## config.mk

```make
export PLATFORM = sky130hd
export DESIGN_NAME = pla_map
export DESIGN_NICKNAME = d
export VERILOG_FILES = /design/src/rtl/pla_map_pkg.sv /design/src/rtl/pla_map_match.sv /design/src/rtl/pla_map.sv
export SDC_FILE = /design/constraint.sdc
export NUM_CORES = 1
export LEC_CHECK = 0
export CAP_MARGIN = 20
export CORE_MARGIN = 2
export CORE_UTILIZATION = 55
export CTS_CLUSTER_SIZE = 25
export DETAILED_ROUTE_END_ITERATION = 6
export PLACE_DENSITY = 0.75
export SLEW_MARGIN = 20
export SYNTH_ARGS = -nofsm -noshare
export SYNTH_HDL_FRONTEND = slang
export SYNTH_SLANG_ARGS = --single-unit
```

## constraint.sdc

```tcl
create_clock -name clk -period 11.24 [get_ports clk]
set_clock_uncertainty 0.05 [all_clocks]
set_input_delay 2.248 -clock clk [delete_from_list [all_inputs] [get_ports clk]]
set_output_delay 2.248 -clock clk [all_outputs]
set_load 0.05 [all_outputs]
```

## src/rtl/pla_map_pkg.sv

```systemverilog
// ============================================================================
// pla_map_pkg
// Shared types and attribute bit offsets for the programmable PLA decoder.
// Revision: 1.0
// ============================================================================
`default_nettype none

package pla_map_pkg;

    // Table fields are stored at this width; ADDR_W must not exceed it.
    localparam int MAX_ADDR_W = 32;

    // Attribute flag positions, relative to SEL_W (the select-code width).
    localparam int ATTR_EN_OFS  = 0;
    localparam int ATTR_RO_OFS  = 1;
    localparam int ATTR_VIC_OFS = 2;

    typedef enum logic [1:0] {
        FIELD_BASE = 2'd0,
        FIELD_MASK = 2'd1,
        FIELD_ATTR = 2'd2
    } field_e;

    typedef enum logic [1:0] {
        ST_IDLE  = 2'd0,
        ST_ARMED = 2'd1,
        ST_APPLY = 2'd2
    } state_e;

    typedef struct packed {
        logic [MAX_ADDR_W-1:0] base;
        logic [MAX_ADDR_W-1:0] mask;
        logic [MAX_ADDR_W-1:0] attr;
    } region_t;

endpackage

`default_nettype wire

```

## src/rtl/pla_map_match.sv

```systemverilog
// ============================================================================
// pla_map_match
// Combinational match of one table region against the bus address.
// Revision: 1.0
// ============================================================================
`default_nettype none

module pla_map_match
    import pla_map_pkg::*;
#(
    parameter int ADDR_W = 16,
    parameter int N_SEL  = 16,
    parameter int SEL_W  = $clog2(N_SEL)
) (
    input  region_t           region,
    input  logic [ADDR_W-1:0] addr,
    input  logic              aec,
    output logic              hit,
    output logic              ro,
    output logic [SEL_W-1:0]  code
);

    logic [MAX_ADDR_W-1:0] addr_ext;
    logic                  addr_eq;
    logic                  enabled;
    logic                  vic_ok;

    assign addr_ext = MAX_ADDR_W'(addr);
    assign addr_eq  = ((addr_ext ^ region.base) & region.mask) == '0;
    assign enabled  = region.attr[SEL_W + ATTR_EN_OFS];
    // In the VIC phase only regions flagged VIC-visible take part.
    assign vic_ok   = aec | region.attr[SEL_W + ATTR_VIC_OFS];

    assign hit  = enabled & addr_eq & vic_ok;
    assign ro   = region.attr[SEL_W + ATTR_RO_OFS];
    assign code = region.attr[SEL_W-1:0];

endmodule

`default_nettype wire

```

## src/rtl/pla_map.sv

```systemverilog
// ============================================================================
// pla_map
// Programmable, double-buffered address decoder driving one-hot chip selects
// plus dwe/casenb. Optional staged-table readback: PLA_MAP_READBACK_EN.
// Revision: 1.0
// ============================================================================
`default_nettype none

module pla_map
    import pla_map_pkg::*;
#(
    parameter  int ADDR_W    = 16,
    parameter  int N_REGIONS = 8,
    parameter  int N_SEL     = 16,
    localparam int IDX_W     = $clog2(N_REGIONS),
    localparam int SEL_W     = $clog2(N_SEL)
) (
    input  logic              clk,
    input  logic              reset,
    input  logic              aec,
    input  logic              rw,
    input  logic [ADDR_W-1:0] addr,
    input  logic              cfg_we,
    input  logic [IDX_W-1:0]  cfg_idx,
    input  logic [1:0]        cfg_field,
    input  logic [ADDR_W-1:0] cfg_wdata,
    input  logic              cfg_commit,
    output logic              cfg_busy,
    output logic [ADDR_W-1:0] cfg_rdata,
    output logic [N_SEL-1:0]  sel,
    output logic              ramsel,
    output logic              dwe,
    output logic              casenb,
    output logic              wprot
);

    region_t    staged [N_REGIONS];
    region_t    live   [N_REGIONS];
    state_e     state;

    logic              hit_v  [N_REGIONS];
    logic              ro_v   [N_REGIONS];
    logic [SEL_W-1:0]  code_v [N_REGIONS];

    logic              any_hit;
    logic              win_ro;
    logic [SEL_W-1:0]  win_code;

    generate
        for (genvar g = 0; g < N_REGIONS; g++) begin : g_region
            pla_map_match #(
                .ADDR_W (ADDR_W),
                .N_SEL  (N_SEL)
            ) u_match (
                .region (live[g]),
                .addr   (addr),
                .aec    (aec),
                .hit    (hit_v[g]),
                .ro     (ro_v[g]),
                .code   (code_v[g])
            );
        end
    endgenerate

    // Scan high to low so the lowest matching index is the last to assign.
    always_comb begin
        any_hit  = 1'b0;
        win_ro   = 1'b0;
        win_code = '0;
        for (int i = N_REGIONS - 1; i >= 0; i--) begin
            if (hit_v[i]) begin
                any_hit  = 1'b1;
                win_ro   = ro_v[i];
                win_code = code_v[i];
            end
        end
    end

    assign cfg_busy = (state != ST_IDLE);

    always_ff @(posedge clk) begin
        if (reset) begin
            state <= ST_IDLE;
            for (int i = 0; i < N_REGIONS; i++) begin
                staged[i] <= '0;
                live[i]   <= '0;
            end
        end else begin
            case (state)
                ST_IDLE: begin
                    if (cfg_we) begin
                        case (field_e'(cfg_field))
                            FIELD_BASE: staged[cfg_idx].base <= MAX_ADDR_W'(cfg_wdata);
                            FIELD_MASK: staged[cfg_idx].mask <= MAX_ADDR_W'(cfg_wdata);
                            FIELD_ATTR: staged[cfg_idx].attr <= MAX_ADDR_W'(cfg_wdata);
                            default: ;
                        endcase
                    end
                    if (cfg_commit) state <= ST_ARMED;
                end
                ST_ARMED: begin
                    if (!aec) state <= ST_APPLY;
                end
                ST_APPLY: begin
                    for (int i = 0; i < N_REGIONS; i++) live[i] <= staged[i];
                    state <= ST_IDLE;
                end
                default: state <= ST_IDLE;
            endcase
        end
    end

    always_ff @(posedge clk) begin
        if (reset) begin
            sel    <= '0;
            ramsel <= 1'b0;
            dwe    <= 1'b0;
            casenb <= 1'b0;
            wprot  <= 1'b0;
        end else if (any_hit && win_ro && !rw) begin
            // ROM-style region: the write falls through to DRAM underneath.
            sel    <= '0;
            ramsel <= 1'b1;
            dwe    <= 1'b1;
            casenb <= 1'b0;
            wprot  <= 1'b1;
        end else if (any_hit) begin
            sel    <= N_SEL'(1) << win_code;
            ramsel <= 1'b0;
            dwe    <= 1'b0;
            casenb <= 1'b1;
            wprot  <= 1'b0;
        end else begin
            sel    <= '0;
            ramsel <= 1'b1;
            dwe    <= !rw && aec;
            casenb <= 1'b0;
            wprot  <= 1'b0;
        end
    end

`ifdef PLA_MAP_READBACK_EN
    always_ff @(posedge clk) begin
        if (reset) begin
            cfg_rdata <= '0;
        end else begin
            case (field_e'(cfg_field))
                FIELD_BASE: cfg_rdata <= staged[cfg_idx].base[ADDR_W-1:0];
                FIELD_MASK: cfg_rdata <= staged[cfg_idx].mask[ADDR_W-1:0];
                FIELD_ATTR: cfg_rdata <= staged[cfg_idx].attr[ADDR_W-1:0];
                default:    cfg_rdata <= '0;
            endcase
        end
    end
`else
    assign cfg_rdata = '0;
`endif

endmodule

`default_nettype wire
```

---- Word-level counts from Yosys, hierarchy flattened ----
Memory sizes are Yosys's and may differ from the RTL's.
Index checks and enable logic that the tools add are counted.
word-level totals
  memories ................................ 2
  register bits after elaboration ......... 22
  bits in writable memories ............... 1152
  input bits .............................. 43
  logic and storage cells ................. 147
  output and inout port bits .............. 37
memories
  name    words  bits a word  rd ports  clocked after memory_dff  write ports  RTL line       source
  live    8      96           8         0                         8            pla_map.sv:38  region_t live [N_REGIONS];
  staged  8      48           8         0                         8            pla_map.sv:37  region_t staged [N_REGIONS];
cells by class
  equal/unequal tests ..................... 6
  bitwise gates (word level) .............. 49
  reduce and logical (&&, ||, !) cells .... 19
  shifts and indexed selects .............. 1
  multiplexer cells ....................... 64
operator list
  cell                    count
  $mux W96                8
  $and A32 B32 Y32        8
  $logic_not A32 Y1       8
  $xor A16 B32 Y32        8
  $mux W48                1
  $reduce_or A48 Y1       1
  $mux W1                 42
  $mux W4                 8
  $and A1 B1 Y1           16
  $or A1 B1 Y1            16
  $shl A1 B4 Y16 const A  1
  $mux W3                 2
  $eq A2 B1 Y1 const B    2
  $eq A2 B2 Y1 const B    2
  $logic_not A2 Y1        2
  $mux W2                 2
  $ne A2 B2 Y1 const B    2
  $pmux W2 S2             1
  $logic_and A1 B1 Y1     3
  $reduce_or A3 Y1        1
  $reduce_and A2 Y1       1
  $reduce_bool A2 Y1      1
  $reduce_or A2 Y1        1
  $logic_not A1 Y1        1
  $not A1 Y1              1

---- Logic depth before layout (Yosys ltp) ----
Gate-level depths: netlist (run 1).
An unclocked memory read counts as a cell.
  word-level depth ........................ 17
  gate-level depth with buffers ........... 12
  gate-level depth less buffers ........... 9

---- Cells and area by module ----
From an unflattened synthesis (run 1), not the netlist that was laid out.
unflattened totals
  cell total of the unflattened synthesis .. 2178
  area total of the unflattened synthesis .. 32766.4 um2
by module, submodules not included
  module         seq. area each (um2)  instances  area each (um2)  cells an instance
  pla_map        23502.5               1          29963.7          1834
  pla_map_match  0.0                   8          350.3            43

---- Worst setup path before layout (run 1) ----
OpenSTA, ideal clock, no wires.
  kind .................................... input to register
  start ................................... in reset
  end ..................................... mem live[0][0] (netlist name), enable pin
  required time ........................... 10459 ps
  arrival time ............................ 10544 ps
  path slack .............................. -84 ps
  buffers on the path ..................... 3
  setup time .............................. 731 ps
  stages on the path ...................... 4
  cells stage by stage .................... clkbuf_1 clkbuf_1 clkbuf_1 nand2b_1
RTL lines
  element             RTL line       source
  start: declaration  pla_map.sv:19  input logic reset,
  end: declaration    pla_map.sv:38

---- Worst setup path in the final report (run 1) ----
  start ................................... in addr[2]
  end ..................................... reg sel[14]
on the way
  cells in the longest elaborated chain, start to end .. 16
  elaborated cells between the ends (all ways) .. 69
  those cells by class .................... shift: 1; mux: 24; bitwise: 33; reduce/logical: 11
RTL lines
  element                            RTL line             source
  start: declaration                 pla_map.sv:22        input logic [ADDR_W-1:0] addr,
  $xor A16 B32 Y32                   pla_map_match.sv:29  assign addr_eq = ((addr_ext ^ region.base) & region.mask) == '0;
  $and A32 B32 Y32                   pla_map_match.sv:29
  $logic_not A32 Y1                  pla_map_match.sv:29
  $and A1 B1 Y1 (2 in series)        pla_map_match.sv:34  assign hit = enabled & addr_eq & vic_ok;
  $mux W1 (8 in series)              pla_map.sv:71        if (hit_v[i]) begin
  $logic_and A1 B1 Y1 (2 in series)  pla_map.sv:120       end else if (any_hit && win_ro && !rw) begin
  $reduce_or A3 Y1 (no source line)  -
  end signal: assignment             pla_map.sv:128       sel <= N_SEL'(1) << win_code;
  end: declaration                   pla_map.sv:30        output logic [N_SEL-1:0] sel,
Parallel ways exist; a longest one is shown, timed or not.
A chain may end at the register's enable or synchronous reset.

==> out/results.ini, run 1 <==
[worst_hold_path]
whs_path_depth=1
hold_path_end=live[1][143]
hold_class=reg2reg
hp-start=staged[5][31]

[synthesis]
synthCells=1789
synth_enable_flop_cells=624
yosysTopAreaCell=edfxtp_1
synth_area_um2=26500
async_flop_share=0
ys.warnings.count=0
synthFlopType=edfxtp_1
synth.area.top_cells=edfxtp_1 (71%), and2_1 (13%), xor2_1 (4.2%)
yosysSeqAreaShare=0.724
avgSynthCellArea_um2=14.8
ys_types=56
synth_seq_cells=646
synth_top_area_frac=0.708

[die]
die_x_um=223
core_area_um2=47600
die_h_um=223
fp-row-count=80
io-pin-count=80
start_util=0.556
fp.dieArea_um2=49900

[place]
gp_congestion=0.814
port_buffers=63
placed_area_um2=27600
dpl.hpwl_um=31900

[cells_and_area]
final_layout_size_suffix_gt1_frac=0.0879
postLayoutCoreUtil=0.620
diodes=0
nFillCells=3397
fin_area_um2=29500
area_growth_pct=11.5
fin_nets=1883

[clock_network]
cts_sinks=646
root_buffer=clkbuf_16
cts_setup_buffers=0
cts_resized=0
tritoncts=done
ctsLongestPathBuffers=3
clkSlewWorstSetupHoldPaths_ns=0.06
clock_latency_ns=0.62
htree_levels=2
cts_buffers=61
cts_hold_buf=0

[timing]
timing.final.hold_violations=0
report.final.slew_viol_count=0
rsz0062_at_grt=no
layout_worst_path_cycle_share=0.526
finalSetupViolCount=0
fmax_mhz=169
min_period_ns=5.91
fin_setup_tns_ns=0
relSlewSlack=0.204
worst_pin_slew_ns=1.19

[global_route]
grt_max_degree=151
grt_pass1_wl_um=82900
gr-total-overflow=0
gr-usage-all-layers=0.226
grt_pass1_vias=13500
antenna_found_initial=1

[worst_setup_path]
ff2ff_setup_slack_ns=7.74
crit_fanout=8
crit_arrival_ns=6.39
timing.rr.start=live[0][171]
end_kind=flop
startpoint_type=primary input
r2r_end=sel[14]
reg2reg_depth=9
path_class=in2reg
crit_path_start=addr[2]
cp.required_ns=11.72

[pwr]
power_mw=5.04
p_sw_mw=1.07
seqPwrFrac=0.548
p_leak_nw=11.0
ir_worst_vdd_uv=111
pwr-share-clk=0.401
p_comb_frac=0.051
internal_power_mw=3.97
power_density_nw_per_um2=171
switching_share=0.213

[route]
num_vias=13700
initialDrtViolationCount=1554
drcViolationCount=0
via_per_inst=5.47
ant_nets=0
drt_wl_total_um=55500
dr.pass1.iters=5
routedWlPerCell_um=22.2

[job]
maxCapViolCount=0

[outcome]
status=complete, no violations

## power by group through the flow
stage	logic [mW]	clock network, mW	registers, mW
5_1_grt	0.273	2.13	2.77
4_1_cts	0.258	2.04	2.77
3_5_place_dp	0.256	0	2.82
3_3_place_gp	0.252	0	2.81
2_1_floorplan	0.158	0	2.82
6_report	0.257	2.02	2.77
## routing by layer
metal,global-route usage,routed length [µm]
met5,0,0
met4,0.0727,1680
met3,0.0349,3560
met2,0.374,27200
met1,0.310,23000
## sequential cells by signal (all words and copies together), names as in the netlist
register  count
state         2
ramsel        1
wprot         1
staged      312
dwe           1
live        312
sel          16
casenb        1
## worst max-delay path: stages
cell and delay [ns]:
clkdlybuf4s50_1 0.96, xor2_1 0.38, a22oi_1 0.23, nand4_1 0.14
nor3_1 0.90, nor2_1 0.35, and3_1 0.29, a311oi_2 0.30
nand3_1 0.31, nor3_1 0.28
## final cells by class
| cell class | count | area, µm² | share of cell area |
|---|---|---|---|
| inverters | 13 | 48.8 | 0.00165 |
| flip-flops and latches | 646 | 19200 | 0.649 |
| clock inverters | 30 | 245 | 0.00830 |
| clock buffers | 81 | 1730 | 0.0585 |
| well taps | 615 | 769 | 0.0261 |
| repair buffers | 88 | 795 | 0.0269 |
| multi-input cells | 1030 | 6770 | 0.229 |
## placed cells by master (no fill, tap or decap), drive strengths merged, types with 3 or more instances in the layout
master / instances
clkinv: 23
a21oi: 15
a311oi: 3
a222oi: 4
clkdlybuf4s50: 57
or3: 3
buf: 31
nand3: 11
conb: 16
and2: 548
a31o: 3
nand2: 17
edfxtp: 624
nor2: 35
o21ai: 13
a22oi: 48
clkbuf: 81
nand2b: 9
nand4: 8
inv: 14
a31oi: 3
a221oi: 3
or2: 27
nor4: 8
dfxtp: 22
bufinv: 4
nand3b: 4
nor2b: 78
nor3: 23
xor2: 128
## synthesized netlist by cell type, types with 2 or more instances
master and n:
nand3_1 11, nand3b_1 4, and2_1 547, a31o_2 2
nor2_1 35, nand2_1 17, inv_1 13, xor2_1 128
a21oi_1 15, dfxtp_1 22, a221oi_1 3, a311oi_2 2
a31oi_1 2, nor2b_1 78, nand4_1 7, a222oi_1 4
or3_1 2, mux2i_1 2, a22o_1 2, nor3_1 13
buf_2 9, edfxtp_1 624, o21ai_0 12, nand2b_1 9
nor4_1 8, a22oi_1 48, or2_2 27, nor3_2 10
buf_6 5, or3b_2 2, nor3b_1 2, buf_4 19
clkbuf_1 82
## logic make-up after synthesis
logic type      count (synthesis)  synth area share
simple gates                  780             0.181
flops                         646             0.724
xor+xnor                      128            0.0423
buf+inv                       128            0.0227
compound gates                104            0.0287
mux                             2          0.000756
other cells                     1          0.000142
## stage by stage
step / setup slack (ns) / cells / hold slack (ns)
after global routing: 5.27 / 2503 / 0.480
after CTS: 5.38 / 2503 / 0.464
after floorplan: 3.62 / 1804 / 0.425
after global placement: 4.83 / 2392 / 0.445
final: 5.33 / 2503 / 0.457
after detailed placement: 4.77 / 2392 / 0.451
## worst max path at each step
stage	endpoint	slack (ns)	depth (start not counted)
floorplan	live[0][0]	3.62	4
global placement	sel[9]	4.83	10
detailed placement	sel[8]	4.77	10
CTS	sel[8]	5.38	10
global route	sel[14]	5.27	10
finish	sel[14]	5.33	10
No activity file was read; power rests on OpenSTA's default activity.
==> inputs of run 2 (changes only) <==
--- a/config.mk
+++ b/config.mk
@@ -7,10 +7,10 @@
 export LEC_CHECK = 0
 export CAP_MARGIN = 20
 export CORE_MARGIN = 2
-export CORE_UTILIZATION = 55
+export CORE_UTILIZATION = 61
 export CTS_CLUSTER_SIZE = 25
 export DETAILED_ROUTE_END_ITERATION = 6
-export PLACE_DENSITY = 0.75
+export PLACE_DENSITY = 0.79
 export SLEW_MARGIN = 20
 export SYNTH_ARGS = -nofsm -noshare
 export SYNTH_HDL_FRONTEND = slang
==> constraint.sdc (replaced) <==
create_clock -name clk -period 5.5 [get_ports clk]
set_clock_uncertainty 0.05 [all_clocks]
set_input_delay 1.1 -clock clk [delete_from_list [all_inputs] [get_ports clk]]
set_output_delay 1.1 -clock clk [all_outputs]
set_load 0.05 [all_outputs]
==> run 2 against run 1 <==
- utilization is 6.8 points higher
- sequential power is 100% higher
- critical path depth grew 1
==> out/results.ini, run 2 (same netlist as run 1, synthesis figures left out) <==
[outcome]
status=complete, no violations

[die]
fp-row-count=76  ; -5.0%
die_h_um=212  ; -5.0%
io-pin-count=80  ; unchanged
core_area_um2=43000  ; -9.8%
die_x_um=212  ; -5.0%
start_util=0.616  ; +0.0603
fp.dieArea_um2=45100  ; -9.7%

[job]
maxCapViolCount=0  ; unchanged

[worst_setup_path]
crit_fanout=12  ; +4
crit_arrival_ns=4.76  ; -1.63 ns
cp.required_ns=5.94  ; -5.78 ns
path_class=in2reg
end_kind=flop
startpoint_type=primary input

[route]
dr.pass1.iters=6  ; +1
via_per_inst=5.72  ; +4.6%
drt_wl_total_um=58800  ; +6.0%
drcViolationCount=0  ; unchanged
ant_nets=0  ; unchanged
num_vias=14300  ; +4.4%
initialDrtViolationCount=1490  ; -4.1%
routedWlPerCell_um=23.5  ; +6.2%

[clock_network]
ctsLongestPathBuffers=3  ; unchanged
cts_sinks=646  ; unchanged
htree_levels=2  ; unchanged
cts_hold_buf=0  ; unchanged
cts_setup_buffers=0  ; unchanged
clock_latency_ns=0.63  ; about the same
tritoncts=done
cts_buffers=61  ; unchanged
clkSlewWorstSetupHoldPaths_ns=0.06  ; about the same
root_buffer=clkbuf_16
cts_resized=0  ; unchanged

[timing]
min_period_ns=4.32
relSlewSlack=0.235  ; +0.0312
worst_slack_ns=1.18  ; -4.14 ns
timing.final.hold_violations=0  ; unchanged
layout_worst_path_cycle_share=0.785
report.final.slew_viol_count=0  ; unchanged
fmax_mhz=232
rsz0062_at_grt=no
fin_setup_tns_ns=0  ; unchanged
worst_pin_slew_ns=1.14  ; -0.0466 ns
finalSetupViolCount=0  ; unchanged

[cells_and_area]
fin_nets=1907  ; +1.3%
fin_area_um2=29600  ; +0.11%
layout.cells.most_common_list=edfxtp_1 (624), and2_1 (547), xor2_1 (128)
top_regs=live x312, staged x312, sel x16
final_layout_size_suffix_gt1_frac=0.0968  ; +0.00883
area_growth_pct=11.7
final_common_cell=edfxtp_1
nFillCells=2810  ; -17%

[global_route]
antenna_found_initial=3  ; +2
gr-total-overflow=0  ; unchanged
grt_pass1_wl_um=87000  ; +5.0%
grt_pass1_vias=14200  ; +5.6%
gr-usage-all-layers=0.269  ; +0.0433
grt_max_degree=233  ; +54%

[pwr]
ir_worst_vdd_uv=265  ; +140%
p_leak_nw=11.1  ; +0.53%
power_density_nw_per_um2=340  ; +99%

[place]
placed_area_um2=27800  ; +0.76%
dpl.hpwl_um=34800  ; +9.0%
gp_congestion=0.973  ; +19%
dp_slack_ns=0.552  ; -4.21 ns
port_buffers=63  ; unchanged

[worst_hold_path]
hold_class=reg2reg

run 2: final timing paths:
path | start | endpoint | slack [ns] | cells past startpoint
min | staged[4][28] | live[1][44] | 0.46 | 1
max | addr[3] | sel[13] | 1.18 | 11
min reg2reg | staged[4][28] | live[1][44] | 0.46 | 1
max reg2reg | live[1][270] | sel[14] | 2.37 | 9
run 2: cell type report:
type / count / area [µm²] / share of cell area
Sequential cell: 646 / 19200 / 0.649
Inverter: 13 / 48.8 / 0.00165
Multi-Input combinational cell: 1030 / 6770 / 0.229
Timing Repair Buffer: 112 / 1040 / 0.0351
Clock inverter: 29 / 161 / 0.00546
Tap cell: 585 / 732 / 0.0248
Antenna cell: 1 / 2.50 / 0.0000846
Clock buffer: 82 / 1640 / 0.0553
run 2: worst max-delay path, cell delays in order:
cell	delay (ns)
clkdlybuf4s50_1	0.85
buf_4	0.37
xor2_1	0.17
a222oi_1	0.40
nand4_1	0.33
buf_4	0.28
nor3b_1	0.16
o31ai_1	0.35
a311oi_2	0.18
a21bo_1	0.47
nor3_2	0.08
run 2: report_power, final:
group | internal, mW | switching, mW
Sequential | 5.59 | 0.0696
Combinational | 0.154 | 0.396
Clock | 2.08 | 1.76
Total | 7.83 | 2.22
run 2: routing by layer:
| metal | global-route usage | part of all wire | wire length [µm] | up-vias |
|---|---|---|---|---|
| met4 | 0.113 | 0.044 | 2610 | 0 |
| li1 | - | - | - | 6367 |
| met3 | 0.0492 | 0.081 | 4750 | 138 |
| met2 | 0.443 | 0.49 | 28800 | 602 |
| met1 | 0.356 | 0.39 | 22700 | 7177 |
| met5 | 0 | 0 | 0 | - |
run 2: per-stage QoR:
| stage | hold WS (ns) | utilization | total power, mW | std cells |
|---|---|---|---|---|
| after floorplan | 0.425 | - | 6.08 | 1804 |
| after global placement | 0.448 | 0.646 | 6.29 | 2386 |
| after detailed placement | 0.452 | 0.646 | 6.31 | 2386 |
| after CTS | 0.461 | 0.688 | 10.1 | 2497 |
| after global routing | 0.474 | 0.688 | 10.3 | 2497 |
| final | 0.462 | 0.688 | 10.1 | 2498 |
==> patch 1, RTL diff (config.mk and constraints of run 1) <==
`N_SEL` is set to 16 in 2 places; all go to 32.
--- a/src/rtl/pla_map_match.sv
+++ b/src/rtl/pla_map_match.sv
@@ -10,5 +10,5 @@
 #(
     parameter int ADDR_W = 16,
-    parameter int N_SEL  = 16,
+    parameter int N_SEL  = 32,
     parameter int SEL_W  = $clog2(N_SEL)
 ) (
--- a/src/rtl/pla_map.sv
+++ b/src/rtl/pla_map.sv
@@ -12,5 +12,5 @@
     parameter  int ADDR_W    = 16,
     parameter  int N_REGIONS = 8,
-    parameter  int N_SEL     = 16,
+    parameter  int N_SEL     = 32,
     localparam int IDX_W     = $clog2(N_REGIONS),
     localparam int SEL_W     = $clog2(N_SEL)
Interface: changed (resized sel); port bits go from 80 to 96. No check against the original RTL was run, so the function may have changed too.
==> patch 1 against run 1 <==
Cell area increased by 5.5%. Synthesized area is 4.2% higher. Sequential cell count grew 32. Total power increased by 7.2%. Routed wire length grew 13%. Sequential power is 5% higher. Worst setup slack worse by 0.20 ns. Maximum frequency down 3.3%.
==> patch 1: results (changes against run 1) <==
| Metric | Value |
|---|---|
| Placed Instances | `2,565 (+7.2%)` |
| Gr usage total | `0.245 (+0.0195)` |
| Critical path's slowest cell | `clkdlybuf4s50_1` |
| Final nets | `2,006 (+6.5%)` |
| Cells after Synth | `1,887 (+5.5%)` |
| Worst hold start | `staged[2][2]` |
| Crit Reg-Reg Startpoint | `live[1][264]` |
| R2R Setup Slk | `7.67 ns (-0.07 ns)` |
| Share of post-route cells with drive strength above 1 | `0.0745 (-0.0134)` |
| CP peak stage delay | `1.01 ns (+0.05 ns)` |
| Worst hold endpoint | `live[0][194]` |
| Worst slew margin | `0.218 (+0.0142)` |
| Vias | `15,100 (+10%)` |
| Synth area leaders | `edfxtp_1 (70%), and2_1 (13%), xor2_1 (4.1%), dfxtp_1 (2.8%), nor2b_1 (1.8%)` |
| Placer Congestion | `0.886 (+8.8%)` |
| Post-DP HPWL | `37,600 microns (+18%)` |
| Crit Path Max Fanout | `8 (unchanged)` |
| Top Registers | `live: 320 flops, staged: 320 flops, sel: 32 flops` |
| Comb pwr | `0.280 mW (+8.9%)` |
| Synth warnings | `0 (unchanged)` |
| Buffers inserted by post-CTS timing repair | `0 (unchanged)` |
| Largest net degree at the start of global routing | `168 (+11%)` |
| CP Data Arrival Time | `6.58 ns (+0.19 ns)` |
| Initial antenna violation count | `1 (unchanged)` |
| Routed WL per cell | `23.4 microns (+5.6%)` |
| Sequential share of the synthesized area | `0.724 (about the same)` |
| Net Sw Frac | `0.214 (+0.00120)` |
| Global-route wire length before repair | `93,200 microns (+12%)` |
| Core area | `49,900 sq um (+4.7%)` |
| Drt pass-1 iters | `7 (+2)` |
| Setup TNS Final | `0 ns (unchanged)` |
| Power Internal | `4.25 mW (+7.0%)` |
| CTS H-tree depth | `3 (+1)` |
| Clock Path Buffers | `3 (unchanged)` |
| Hold slack | `0.448 ns (-0.00966 ns)` |
| Cells on worst reg2reg path | `9 (unchanged)` |
| PortBufs | `79 (+25%)` |
| Post-synth ARST share | `0 (unchanged)` |
| RR Endpoint | `sel[18]` |
| Fill count | `3,646 (+7.3%)` |
| Number of flops mapped to enable cells by yosys | `640 (+2.6%)` |
| Clock-pin slew on the worst setup and hold paths | `roughly 0.070 ns` |
| Leakage | `11.5 nW (+4.9%)` |
| Hold path cells | `1 (unchanged)` |
| Average vias per placed instance | `5.62 (+2.9%)` |
| Initial drt markers | `1,577 (+1.5%)` |
| Max VDD drop | `110 uV (-0.83%)` |
| Run status | `finished clean` |
| Clk power | `2.23 mW (+10%)` |
| Synth top cells by count | `edfxtp_1 (640), and2_1 (561), xor2_1 (128)` |
| Worst-skew pair later-pin latency | `0.59 ns (-0.03 ns)` |
| Distinct cells, synth | `61 (+8.9%)` |
| CTS Buf Count | `68 (+11%)` |
patch 1: cell count changes after synthesis, moves of 14 or more:
cell,run 1,this run
nor2_1,35,59
or2_2,27,4
o21ai_0,12,33
dfxtp_1,22,38
edfxtp_1,624,640
and2_1,547,561
patch 1: cell families after synthesis:
kind of cell,synth area share
AND/OR/NAND/NOR,0.176
flip-flops,0.724
AO/OA/AOI/OAI,0.0369
buffers and inverters,0.0212
XOR/XNOR,0.0406
multiplexers,0.000363
other,0.000136
patch 1: worst max path at each step:
stage | end | slack (ns) | cells past startpoint | from
global placement | sel[18] | 4.79 | 10 | addr[8]
detailed placement | sel[18] | 4.60 | 10 | addr[8]
CTS | sel[18] | 5.20 | 10 | addr[8]
floorplan | live[0][0] | 1.02 | 3 | reset
finish | sel[18] | 5.13 | 10 | addr[8]
global route | sel[18] | 5.07 | 10 | addr[8]
patch 1: area by class of cell:
cell class / count / share of cell area
Inverter: 14 / 0.00169
Multi-Input combinational cell: 1092 / 0.228
Clock inverter: 32 / 0.00984
Timing Repair Buffer: 109 / 0.0320
Tap cell: 672 / 0.0270
Clock buffer: 89 / 0.0602
Sequential cell: 678 / 0.641
Antenna cell: 2 / 0.000161
patch 1: stage by stage:
stage / utilization / cell area [sq um] / worst slack (ns)
2_1_floorplan: - / 27600 / 1.02
3_3_place_gp: 0.581 / 29000 / 4.79
3_5_place_dp: 0.581 / 29000 / 4.60
4_1_cts: 0.625 / 31100 / 5.20
5_1_grt: 0.625 / 31100 / 5.07
6_report: 0.625 / 31100 / 5.13
patch 1: routing by layer:
layer  wire (microns)  track usage
met1            25600        0.339
met2            29600        0.390
met3             5070       0.0400
met4             2680        0.106
met5                0            0
==> patch 2, RTL diff (flow settings as in run 1) <==
Without the edit above. Put one more register stage on the output `sel`, cleared by the reset. The value now appears one clock later. The other outputs are not delayed to match.
--- a/src/rtl/pla_map.sv
+++ b/src/rtl/pla_map.sv
@@ -34,4 +34,6 @@
     output logic              wprot
 );
+
+    logic [N_SEL-1:0] sel_s0;
 
     region_t    staged [N_REGIONS];
@@ -113,5 +115,5 @@
     always_ff @(posedge clk) begin
         if (reset) begin
-            sel    <= '0;
+            sel_s0 <= '0;
             ramsel <= 1'b0;
             dwe    <= 1'b0;
@@ -120,5 +122,5 @@
         end else if (any_hit && win_ro && !rw) begin
             // ROM-style region: the write falls through to DRAM underneath.
-            sel    <= '0;
+            sel_s0 <= '0;
             ramsel <= 1'b1;
             dwe    <= 1'b1;
@@ -126,5 +128,5 @@
             wprot  <= 1'b1;
         end else if (any_hit) begin
-            sel    <= N_SEL'(1) << win_code;
+            sel_s0 <= N_SEL'(1) << win_code;
             ramsel <= 1'b0;
             dwe    <= 1'b0;
@@ -132,5 +134,5 @@
             wprot  <= 1'b0;
         end else begin
-            sel    <= '0;
+            sel_s0 <= '0;
             ramsel <= 1'b1;
             dwe    <= !rw && aec;
@@ -157,4 +159,12 @@
 `endif
 
+    always_ff @(posedge clk) begin
+        if (reset) begin
+            sel <= '0;
+        end else begin
+            sel <= sel_s0;
+        end
+    end
+
 endmodule
 
Check against the original RTL: not settled (the Yosys comparison gave no result); the edit may change what the design does.
==> patch 2 against run 1 <==
Sequential power up 2%. Sequential cell count up 16. Worst setup slack better by 0.40 ns. Synthesized area grew 2.5%. Total power rose by 4.1%. Routed wire length rose by 11%. Cell area grew 2.8%. Critical path type unchanged. First-iteration DRC count grew 6.0%.
==> patch 2: results (changes against run 1) <==
| Metric | Value |
|---|---|
| Run status | `finished clean` |
| Synth area leaders | `edfxtp_1 (69%), and2_1 (13%), xor2_1 (4.1%), dfxtp_1 (2.8%), nor2b_1 (2.2%)` |
| Initial antenna violation count | `3 (+2)` |
| Top Registers | `live: 312 flops, staged: 312 flops` |
| Gr usage total | `0.246 (+0.0207)` |
| Global-route wire length before repair | `91,300 microns (+10%)` |
| Synth top cells by count | `edfxtp_1 (624), and2_1 (548), xor2_1 (128)` |
| Vias | `14,600 (+6.5%)` |
| CP peak stage delay | `1.02 ns (+0.06 ns)` |
| Worst hold start | `sel_s0[13]` |
| Critical Path Start | `aec` |
| CTS Buf Count | `67 (+9.8%)` |
| Worst-skew pair later-pin latency | `approximately 0.6 ns` |
| Final nets | `1,955 (+3.8%)` |
| Routed WL per cell | `23.4 microns (+5.5%)` |
| Crit Path Max Fanout | `11 (+3)` |
| Initial drt markers | `1,647 (+6.0%)` |
| Worst-margin pin slew | `1.17 ns (-0.0176 ns)` |
| Placer Congestion | `0.893 (+9.6%)` |
| CTS H-tree depth | `3 (+1)` |
| Max VDD drop | `104 uV (-6.1%)` |
| Fill count | `3,528 (+3.9%)` |
| Distinct cells, synth | `57 (+1.8%)` |
| Largest net degree at the start of global routing | `182 (+21%)` |
| Sequential share of the synthesized area | `0.718 (-0.00613)` |
| Crit Reg-Reg Startpoint | `state[0]` |
| Share of post-route cells with drive strength above 1 | `0.0898 (+0.00192)` |
| Number of global-route vias before repair | `14,500 (+7.6%)` |
| Leakage | `11.3 nW (+2.8%)` |
| Post-DP HPWL | `36,200 microns (+13%)` |
| CP Data Arrival Time | `5.93 ns (-0.46 ns)` |
patch 2: report_power, final:
part           total, mW  leakage [nW]  switching, mW  internal [mW]
Clock               2.15          1.03          0.922           1.22
Combinational      0.276          3.50          0.204         0.0720
Sequential          2.83          6.79         0.0349           2.79
Total               5.25          11.3           1.16           4.09
patch 2: routing by layer:
layer | wire length (microns) | GRT usage | up-vias
met4 | 1840 | 0.0942 | 0
met2 | 30100 | 0.403 | 558
li1 | - | - | 6551
met5 | 0 | 0 | -
met1 | 25300 | 0.336 | 7352
met3 | 4210 | 0.0363 | 116
patch 2: cells by family (layout without fill, tap and decap cells):
logic type,after synthesis,after routing,synth area share
other,1,20,0.000138
DFF,662,662,0.718
and+or+nand+nor,836,836,0.188
buffers and inverters,126,209,0.0222
xor gates and xnor gates,128,128,0.0413
muxes,1,1,0.000369
AOI/OAI and AO/OA,107,107,0.0293
patch 2: worst paths after layout:
path	to	cells past startpoint	slack, ns
max	sel_s0[5]	10	5.73
min reg2reg	sel[13]	1	0.39
max reg2reg	staged[0][29]	5	7.91
min	sel[13]	1	0.39
patch 2: layout make-up:
cell class / instances / share of cell area
multi-input combinational: 1088 / 0.234
antenna: 4 / 0.000330
inverter: 9 / 0.00111
clock buffer: 82 / 0.0599
tap: 664 / 0.0274
clock inverter: 34 / 0.00906
sequential: 662 / 0.642
timing repair buffer: 84 / 0.0257
patch 2: through the flow:
step	power [mW]	setup slack, ns	cells	cell area (sq um)	hold WS, ns
global route	5.39	5.55	2624	30400	0.410
CTS	5.28	5.74	2623	30400	0.399
global placement	3.15	5.28	2507	28300	0.388
floorplan	3.05	3.63	1876	27200	0.364
finish	5.25	5.73	2627	30400	0.395
detailed placement	3.16	5.14	2507	28300	0.386
patch 2: worst max-delay path: cells and delay by family:
family	cells	cell delay [ns]
AOI/OAI and AO/OA	4	1.02
buffers and inverters	1	1.02
and+or+nand+nor	5	1.61
